===== src/rtl/burst_pkg.sv =====
// burst_pkg: shared states, constants and 4 KB boundary check for the burst issuer
package burst_pkg;
    typedef enum logic [1:0] {IDLE, WR_BURST, RD_BURST} burst_state_t;
    localparam int BEAT_BYTES     = 4;
    localparam int BOUNDARY_BYTES = 4096;
    localparam int CHK_W          = 14;
    function automatic logic crosses_4k(input logic [11:0] off, input logic [CHK_W-1:0] len_m1);
        logic [CHK_W-1:0] end_off;
        end_off = CHK_W'(off) + ((len_m1 + CHK_W'(1)) << 2);
        return end_off > CHK_W'(BOUNDARY_BYTES);
    endfunction
endpackage


===== src/rtl/axi_burst_issuer.sv =====
// axi_burst_issuer: splits a burst command into single-beat memory write/read requests
module axi_burst_issuer
    import burst_pkg::*;
#(
    parameter int ADDR_W = 32,
    parameter int DATA_W = 32,
    parameter int LEN_W  = 8
) (
    input  logic              clk,
    input  logic              rst_n,
    input  logic              cmd_valid,
    output logic              cmd_ready,
    input  logic              cmd_write,
    input  logic [ADDR_W-1:0] cmd_addr,
    input  logic [LEN_W-1:0]  cmd_len,
    input  logic              wd_valid,
    output logic              wd_ready,
    input  logic [DATA_W-1:0] wd_data,
    output logic              write_valid,
    input  logic              write_ready,
    output logic [ADDR_W-1:0] write_addr,
    output logic [DATA_W-1:0] write_data,
    output logic              read_valid,
    input  logic              read_ready,
    output logic [ADDR_W-1:0] read_addr,
    output logic              busy,
    output logic              done,
    output logic              err,
    output logic [31:0]       beats_issued
);
    burst_state_t      state, state_nx;
    logic [ADDR_W-1:0] cur_addr, base;
    logic [LEN_W-1:0]  remaining;
    logic              cmd_hs, reject, beat, last;

    assign base       = cmd_addr & ~ADDR_W'(3);
    assign write_addr = cur_addr;
    assign read_addr  = cur_addr;
    assign write_data = wd_data;

    // State register; reset drops any in-flight burst at once
    always_ff @(posedge clk or negedge rst_n)
        if (!rst_n) state <= IDLE;
        else        state <= state_nx;

    // Handshakes, request valids and next state; write_valid follows wd_valid, never write_ready
    always_comb begin
        cmd_ready   = state == IDLE;
        busy        = state != IDLE;
        write_valid = state == WR_BURST && wd_valid;
        wd_ready    = state == WR_BURST && write_ready;
        read_valid  = state == RD_BURST;
        cmd_hs      = cmd_valid && cmd_ready;
        reject      = crosses_4k(base[11:0], CHK_W'(cmd_len));
        beat        = (write_valid && write_ready) || (read_valid && read_ready);
        last        = beat && remaining == '0;
        state_nx    = cmd_hs && !reject ? (cmd_write ? WR_BURST : RD_BURST) :
                      last              ? IDLE : state;
    end

    // Burst address/count tracking, status pulses and the running beat counter
    always_ff @(posedge clk or negedge rst_n)
        if (!rst_n) begin
            cur_addr     <= '0;
            remaining    <= '0;
            done         <= 1'b0;
            err          <= 1'b0;
            beats_issued <= '0;
        end else begin
            done <= last;
            err  <= cmd_hs && reject;
            if (cmd_hs) begin
                cur_addr  <= base;
                remaining <= cmd_len;
            end else if (beat) begin
                cur_addr  <= cur_addr + ADDR_W'(BEAT_BYTES);
                remaining <= remaining - LEN_W'(1);
            end
            if (beat) beats_issued <= beats_issued + 32'd1;
        end
endmodule


===== config.mk =====
export PLATFORM = sky130hd
export DESIGN_NAME = axi_burst_issuer
export DESIGN_NICKNAME = d
export VERILOG_FILES = /design/src/rtl/burst_pkg.sv /design/src/rtl/axi_burst_issuer.sv
export SDC_FILE = /design/constraint.sdc
export NUM_CORES = 1
export LEC_CHECK = 0
export CORE_MARGIN = 5
export CORE_UTILIZATION = 39
export CTS_CLUSTER_SIZE = 25
export DETAILED_ROUTE_END_ITERATION = 16
export GPL_TIMING_DRIVEN = 0
export PLACE_DENSITY = 0.81
export SYNTH_ARGS = -nofsm -noshare
export SYNTH_HDL_FRONTEND = slang
export SYNTH_SLANG_ARGS = --single-unit

===== constraint.sdc =====
create_clock -name clk -period 2.27 [get_ports clk]
set_input_delay 0.227 -clock clk [delete_from_list [all_inputs] [get_ports clk]]
set_output_delay 0.227 -clock clk [all_outputs]
set_load 0.01 [all_outputs]

==> results of run 1 <==
-- metal layers --
layer  vias to the layer above  global-route usage, %  wire, microns
li1                       2230                      -              -
met1                      2243                  23.65           5998
met2                       228                  35.45           7628
met3                        30                  3.742           1066
met4                         0                  5.949            274
met5                         -                      0              0
-- worst min-delay path by stage --
| stage | endpoint | depth (start not counted) | slack, ps |
|---|---|---|---|
| 2_1_floorplan | beats_issued[0] | 0 | -70 |
| 3_3_place_gp | beats_issued[31] | 1 | 470 |
| 3_5_place_dp | beats_issued[13] | 1 | 430 |
| 4_1_cts | beats_issued[13] | 1 | 70 |
| 5_1_grt | beats_issued[12] | 1 | 140 |
| 6_report | beats_issued[14] | 1 | 40 |
-- cell families (layout without fill, tap and decap cells) --
logic type	after synthesis	count (layout)
buffers and inverters	97	310
DFF	74	74
and+or+nand+nor	198	198
muxes	2	2
adders and majority gates	16	16
xor gates and xnor gates	52	52
AOI/OAI and AO/OA	92	92
other	1	4
-- Yosys cell counts (all sizes together) (3+ instances only) --
cell type,n
ha,15
nor3,10
xnor2,37
a21o,6
a221o,5
nand2,72
a21oi,14
a32oi,3
and2,6
nand4,13
a211oi,3
nor2b,4
and3,9
nor4,6
nor2,32
o311ai,4
dfrtp,74
buf,67
and4,6
nand3,26
o211ai,9
inv,16
xor2,15
o21ai,28
a31oi,7
clkbuf,14
-- what timing repair did --
item / 4_1_cts / 5_1_grt
pin swaps: 12 / 9
gates resized for setup: 68 / 36
endpoints found under the setup margin: 42 / 24
buffers inserted: 5 / 19
-- power by group --
part / internal (mW) / leakage, nW / switching, mW
combinational: 1.93 / 2.10 / 1.40
clock: 1.19 / 0.177 / 0.547
sequential: 1.69 / 0.937 / 0.517
-- cell usage in the layout (no fill, tap or decap), types with 7 or more instances in the layout --
cell,instances
inv_1,16
nand2_1,72
xnor2_1,36
dfrtp_1,63
nor2_1,31
buf_4,93
clkdlybuf4s50_1,166
clkbuf_16,9
dfrtp_2,11
o211ai_1,9
xor2_1,14
ha_1,9
nand4_1,12
o21ai_0,23
nand3_1,24
and3_1,7
a21oi_1,13
-- state kept, by name, summed over array words and instances, names as in the netlist --
signal        flops
beats_issued     32
done              1
err               1
read_addr        30
remaining         8
state             2
-- metrics by stage --
step | cell area (sq um) | total power, mW
2_1_floorplan | 4807 | 3.626
3_3_place_gp | 6743 | 5.150
3_5_place_dp | 6740 | 5.243
4_1_cts | 7293 | 7.100
5_1_grt | 7555 | 7.656
6_report | 7555 | 7.272
-- area by class of cell --
class	instances	area share, %
buffer	80	7.652
sequential	74	24.69
clock inverter	6	1.822
tap	147	2.435
timing repair buffer	199	25.47
inverter	16	0.7950
multi-input combinational	364	34.15
clock buffer	9	2.981
==> flow_summary_export.csv, run 1 <==
group,metric,value,unit
global_routing,grt-ovfl-total,0,
pwr,powerDensity,962.5,nW/um^2
yosys,netlist_top_cells_area,"dfrtp_1 (39%), buf_4 (10%), xnor2_1 (6.8%)",
floorplanning,fp.dieArea,14570,sq um
floorplanning,dieWidth,120.7,microns
worst_setup_path,critPathBufInv,1,
detailed_routing,via_per_inst,5.286,
floorplanning,io-pin-count,214,
timing,hold_viol_final,0,
yosys,ys_warn_count,0,
timing,tns,0,ps
yosys,synthSimpleGateAreaFrac,21.05,%
worst_setup_path,setup.worst_path.start_class,"register",
final_layout,ff_latch_area,1866,sq um
worst_hold_path,min_path_type,"primary input to async pin",
global_routing,grtUsageTotal,19.65,%
timing,fin_skew,7.538,ps
cts,clk_latency,330,ps
worst_setup_path,r2r_end,"read_addr[31]",
final_layout,utilization,62.90,%
yosys,synthDistinctLibCells,58,
floorplanning,core_area,12010,sq um
placement,dpl.cell_count,857,
timing,max_freq,0.4515,GHz
detailed_routing,final_antenna_net_count,0,
placement,place.gp.congestion,0.8969,
yosys,syn_avg_cell_area,8.982,sq um
timing,fin_hold_ws,37.92,ps
yosys,syn_area,4778,sq um
timing,drv_slew,0,
floorplanning,die_h,120.7,microns
worst_setup_path,critPathRequiredTime,2540,ps
worst_setup_path,path_class,"register to register",
timing,tightest_slew,936.3,ps
global_routing,first_global_vias,4728,
worst_setup_path,crit_end,"read_addr[31]",
final_layout,drive_above_1_share,23.13,%
final_layout,nFillCells,963,
final_layout,nets,839,
detailed_routing,route.detailed.drc,0,
global_routing,grt_max_degree,75,
yosys,syn_inst,532,
yosys,synth_xor_area_share,9.531,%
placement,pre_cts_slack,-1045,ps
worst_setup_path,cp_max_fo,7,
floorplanning,start_util,39.78,%
cts,h-tree-depth,3,
cts,cts_tree,"built",
worst_setup_path,startpoint,"read_addr[8]",
timing,min_period_over_period,97.57,%
floorplanning,rows,40,
yosys,synth_ff_type,"dfrtp_1",
detailed_routing,wl_per_cell,16.72,microns
cts,postCtsHoldBufs,0,
timing,worst_slack,55.12,ps
worst_setup_path,worst_path_largest_cell_delay,500,ps
worst_setup_path,r2r-start,"read_addr[8]",
worst_setup_path,ff2ff_path_depth,7,
worst_setup_path,worst_path_max_delay_cell,"or4b_1",
worst_setup_path,ff2ff_setup_slack,60,ps
detailed_routing,dr.pass1.iters,5,
worst_setup_path,crit_chain,"nand4_4 > or3_4 > or4b_1 > buf_6 > nor3b_2 > mux2i_1 > a21o_1",
worst_setup_path,arrival,2480,ps
cts,cts_buffers,9,
detailed_routing,wl,14970,microns
yosys,synth_top_cell_by_area,"dfrtp_1",
timing,rsz0062_at_grt,"yes",
global_routing,antenna_found_initial,0,
pwr,ir_drop,635.3,uV
yosys,synth_top_family_by_area,"simple AND/OR/NAND/NOR gates",
placement,numPortBuffers,175,
final_layout,layout.cells.non_filler,895,
job,drv_cap,0,
global_routing,grt_first_pass_wirelength,23430,microns
detailed_routing,vias,4731,
pwr,p_leak,3.212,nW
yosys,synth-adder-area-share,4.347,%
yosys,ys_seq_elements,74,
cts,clock_sinks,74,
outcome,outcome,"complete, no violations",
final_layout,area_delta_synth_final,58.10,%
timing,fin_crit,2215,ps
yosys,synth_edf_count,0,
yosys,ys_seq_area_share,38.75,%
worst_setup_path,crit_cells,7,
yosys,synth_mux_area_share,0.4190,%
cts,path_clk_slew,60,ps
yosys,synth-compound-area-share,12.83,%
worst_setup_path,crit_family,"simple AND/OR/NAND/NOR gates",
timing,max_slew_margin,37.58,%
yosys,yosysTopAreaCellShare,38.75,%
cts,clockRootBuffer,"clkbuf_16",
worst_setup_path,end_kind,"register",
final_layout,diodes,0,
placement,dp_hpwl,11370,microns
detailed_routing,drtIter0Drc,421,
timing,setup_viol,0,
yosys,async_flop_share,100.0,%
final_layout,multi_input_area,2580,sq um
cts,clk_path_buf_depth,2,
Note: power is estimated with default switching activity, not from simulation.
==> run 2: changes to the inputs <==
--- a/config.mk
+++ b/config.mk
@@ -6,11 +6,11 @@
 export NUM_CORES = 1
 export LEC_CHECK = 0
 export CORE_MARGIN = 5
-export CORE_UTILIZATION = 39
+export CORE_UTILIZATION = 46
 export CTS_CLUSTER_SIZE = 25
 export DETAILED_ROUTE_END_ITERATION = 16
 export GPL_TIMING_DRIVEN = 0
-export PLACE_DENSITY = 0.81
+export PLACE_DENSITY = 0.89
 export SYNTH_ARGS = -nofsm -noshare
 export SYNTH_HDL_FRONTEND = slang
 export SYNTH_SLANG_ARGS = --single-unit
==> constraint.sdc (replaced) <==
create_clock -name clk -period 2.8 [get_ports clk]
set_input_delay 0.28 -clock clk [delete_from_list [all_inputs] [get_ports clk]]
set_output_delay 0.28 -clock clk [all_outputs]
set_load 0.01 [all_outputs]
==> run 2 against run 1 <==
Effect of this change:
- global-route usage up 3.3 points
- first-iteration DRC count down 14%
- via count up 0.87%
- register-to-register slack better by 130 ps
- critical path depth up 4
- highest routed layer unchanged
- final area down 7.8%
- hold slack better by 12 ps
- combinational power down 25%
- utilization up 5.2 points
- power down 30%
- sequential share of layout area up 1.9 points
==> flow_summary_export.csv, run 2 (same netlist as run 1, synthesis figures left out) <==
group,metric,value,unit
detailed_routing,dr.pass1.iters,7,
worst_setup_path,cp_max_fo,4,
worst_setup_path,ff2ff_path_depth,7,
floorplanning,die_h,111.9,microns
worst_setup_path,ff2ff_setup_slack,190,ps
final_layout,utilization,68.07,%
timing,tightest_slew,956.9,ps
floorplanning,rows,37,
pwr,p_int,3.185,mW
global_routing,grt_first_pass_wirelength,23700,microns
cts,clk_latency,350,ps
floorplanning,io-pin-count,214,
detailed_routing,wl_per_cell,17.26,microns
cts,h-tree-depth,3,
floorplanning,start_util,46.70,%
timing,fin_crit,2646,ps
placement,numPortBuffers,175,
cts,path_clk_slew,80,ps
placement,place_area,6709,sq um
timing,worst_slack,153.7,ps
worst_setup_path,critPathBufInv,1,
final_layout,area_delta_synth_final,45.74,%
final_layout,top_register,"beats_issued",
cts,postCtsHoldBufs,0,
worst_setup_path,setup.worst_path.start_class,"primary input",
timing,min_period_over_period,94.51,%
global_routing,antenna_found_initial,0,
global_routing,grt_max_degree,75,
timing,max_slew_margin,36.21,%
detailed_routing,wl,14880,microns
final_layout,diodes,0,
detailed_routing,drtIter0Drc,364,
placement,pre_cts_slack,-760.1,ps
final_layout,nets,818,
placement,dp_hpwl,11650,microns
timing,hold_viol_final,0,
global_routing,grt-ovfl-total,0,
job,drv_cap,0,
worst_setup_path,worst_path_largest_cell_delay,550,ps
worst_setup_path,startpoint,"cmd_len[5]",
timing,fin_skew,10.36,ps
worst_setup_path,end_kind,"register",
pwr,p_leak,3.009,nW
pwr,ir_drop,358.5,uV
timing,fin_hold_ws,50.14,ps
detailed_routing,final_antenna_net_count,0,
worst_setup_path,worst_path_max_delay_cell,"clkdlybuf4s50_1",
detailed_routing,vias,4772,
cts,clockRootBuffer,"clkbuf_8",
cts,cts_buffers,9,
detailed_routing,via_per_inst,5.536,
floorplanning,fp.dieArea,12530,sq um
worst_setup_path,crit_end,"err",
timing,setup_viol,0,
pwr,comb_power_share,49.2,%
timing,drv_slew,0,
final_layout,layout.cells.non_filler,862,
final_layout,design_area,6964,sq um
pwr,power.switching,1.899,mW
worst_hold_path,min_path_type,"primary input to async pin",
cts,cts_tree,"built",
final_layout,nFillCells,770,
pwr,swShare,37.36,%
worst_setup_path,r2r_end,"beats_issued[31]",
pwr,seq_power_share,35.4,%
worst_setup_path,crit_chain,"clkdlybuf4s50_1 > nand2_1 > nor2_2 > xor2_1 > ha_1 > nor2b_1 > a2111oi_2 > nand4_1 > nor4_4 > a31oi_4 > and2_1",
worst_setup_path,crit_cells,11,
cts,clock_sinks,74,
pwr,clkPwrFrac,15.4,%
final_layout,layout_commonest_cell,"clkdlybuf4s50_1",
worst_setup_path,path_class,"primary input to register",
cts,clk_path_buf_depth,2,
global_routing,grtUsageTotal,22.99,%
detailed_routing,route.detailed.drc,0,
outcome,outcome,"complete, no violations",
pwr,powerDensity,730.2,nW/um^2
floorplanning,core_area,10230,sq um
final_layout,largest_reg_flops,32,
final_layout,final_cell_mix,"clkdlybuf4s50_1 (169), dfrtp_1 (74), nand2_1 (72), buf_4 (70), xnor2_1 (37)",
global_routing,first_global_vias,4929,
worst_setup_path,r2r-start,"state[1]",
placement,dpl.cell_count,846,
placement,place.gp.congestion,0.8377,
floorplanning,dieWidth,111.9,microns
worst_setup_path,crit_family,"simple AND/OR/NAND/NOR gates",
timing,max_freq,0.3779,GHz
worst_setup_path,critPathRequiredTime,3050,ps
worst_setup_path,arrival,2890,ps
final_layout,drive_above_1_share,14.46,%
-- run 2: how the worst min path moves through the flow --
stage	startpoint	to	slack (ps)
2_1_floorplan	rst_n	beats_issued[0]	-20
3_3_place_gp	beats_issued[31]	beats_issued[31]	460
3_5_place_dp	rst_n	beats_issued[30]	470
4_1_cts	rst_n	beats_issued[30]	100
5_1_grt	rst_n	beats_issued[25]	150
6_report	rst_n	beats_issued[26]	50
-- run 2: stage by stage --
stage | setup TNS [ps] | total power [mW]
final | 0 | 5.085
after global routing | -7.619 | 5.351
after CTS | 0 | 5.072
after detailed placement | -2676 | 4.266
after global placement | -74200 | 4.146
after floorplan | 0 | 2.934
-- run 2: timing repair --
item                       4_1_cts  5_1_grt
setup endpoints to repair        3       12
pin swaps                        4        3
gates resized for setup          6       13
buffers inserted                 3        0
-- run 2: cell type report --
class | instances | area [sq um] | share of cell area, %
well taps | 136 | 170.2 | 2.443
clock buffers | 10 | 127.6 | 1.833
inverters | 16 | 60.06 | 0.8624
flip-flops and latches | 74 | 1852 | 26.59
clock inverters | 4 | 45.04 | 0.6468
repair buffers | 178 | 1784 | 25.62
plain buffers | 80 | 559.3 | 8.031
multi-input cells | 364 | 2366 | 33.97
-- run 2: metal layers --
| layer | vias to the layer above | GRT usage, % | wire (microns) |
|---|---|---|---|
| met5 | - | 0 | 0 |
| met4 | 0 | 10.38 | 535 |
| met3 | 56 | 5.163 | 1127 |
| met2 | 266 | 41.29 | 7617 |
| met1 | 2269 | 25.89 | 5598 |
| li1 | 2181 | - | - |
-- run 2: power by group through the flow --
stage	clock (mW)	sequential, mW	combinational (mW)
2_1_floorplan	0	1.79	1.14
6_report	0.785	1.80	2.50
4_1_cts	0.785	1.79	2.50
3_5_place_dp	0	1.81	2.46
5_1_grt	0.829	1.85	2.67
3_3_place_gp	0	1.78	2.37
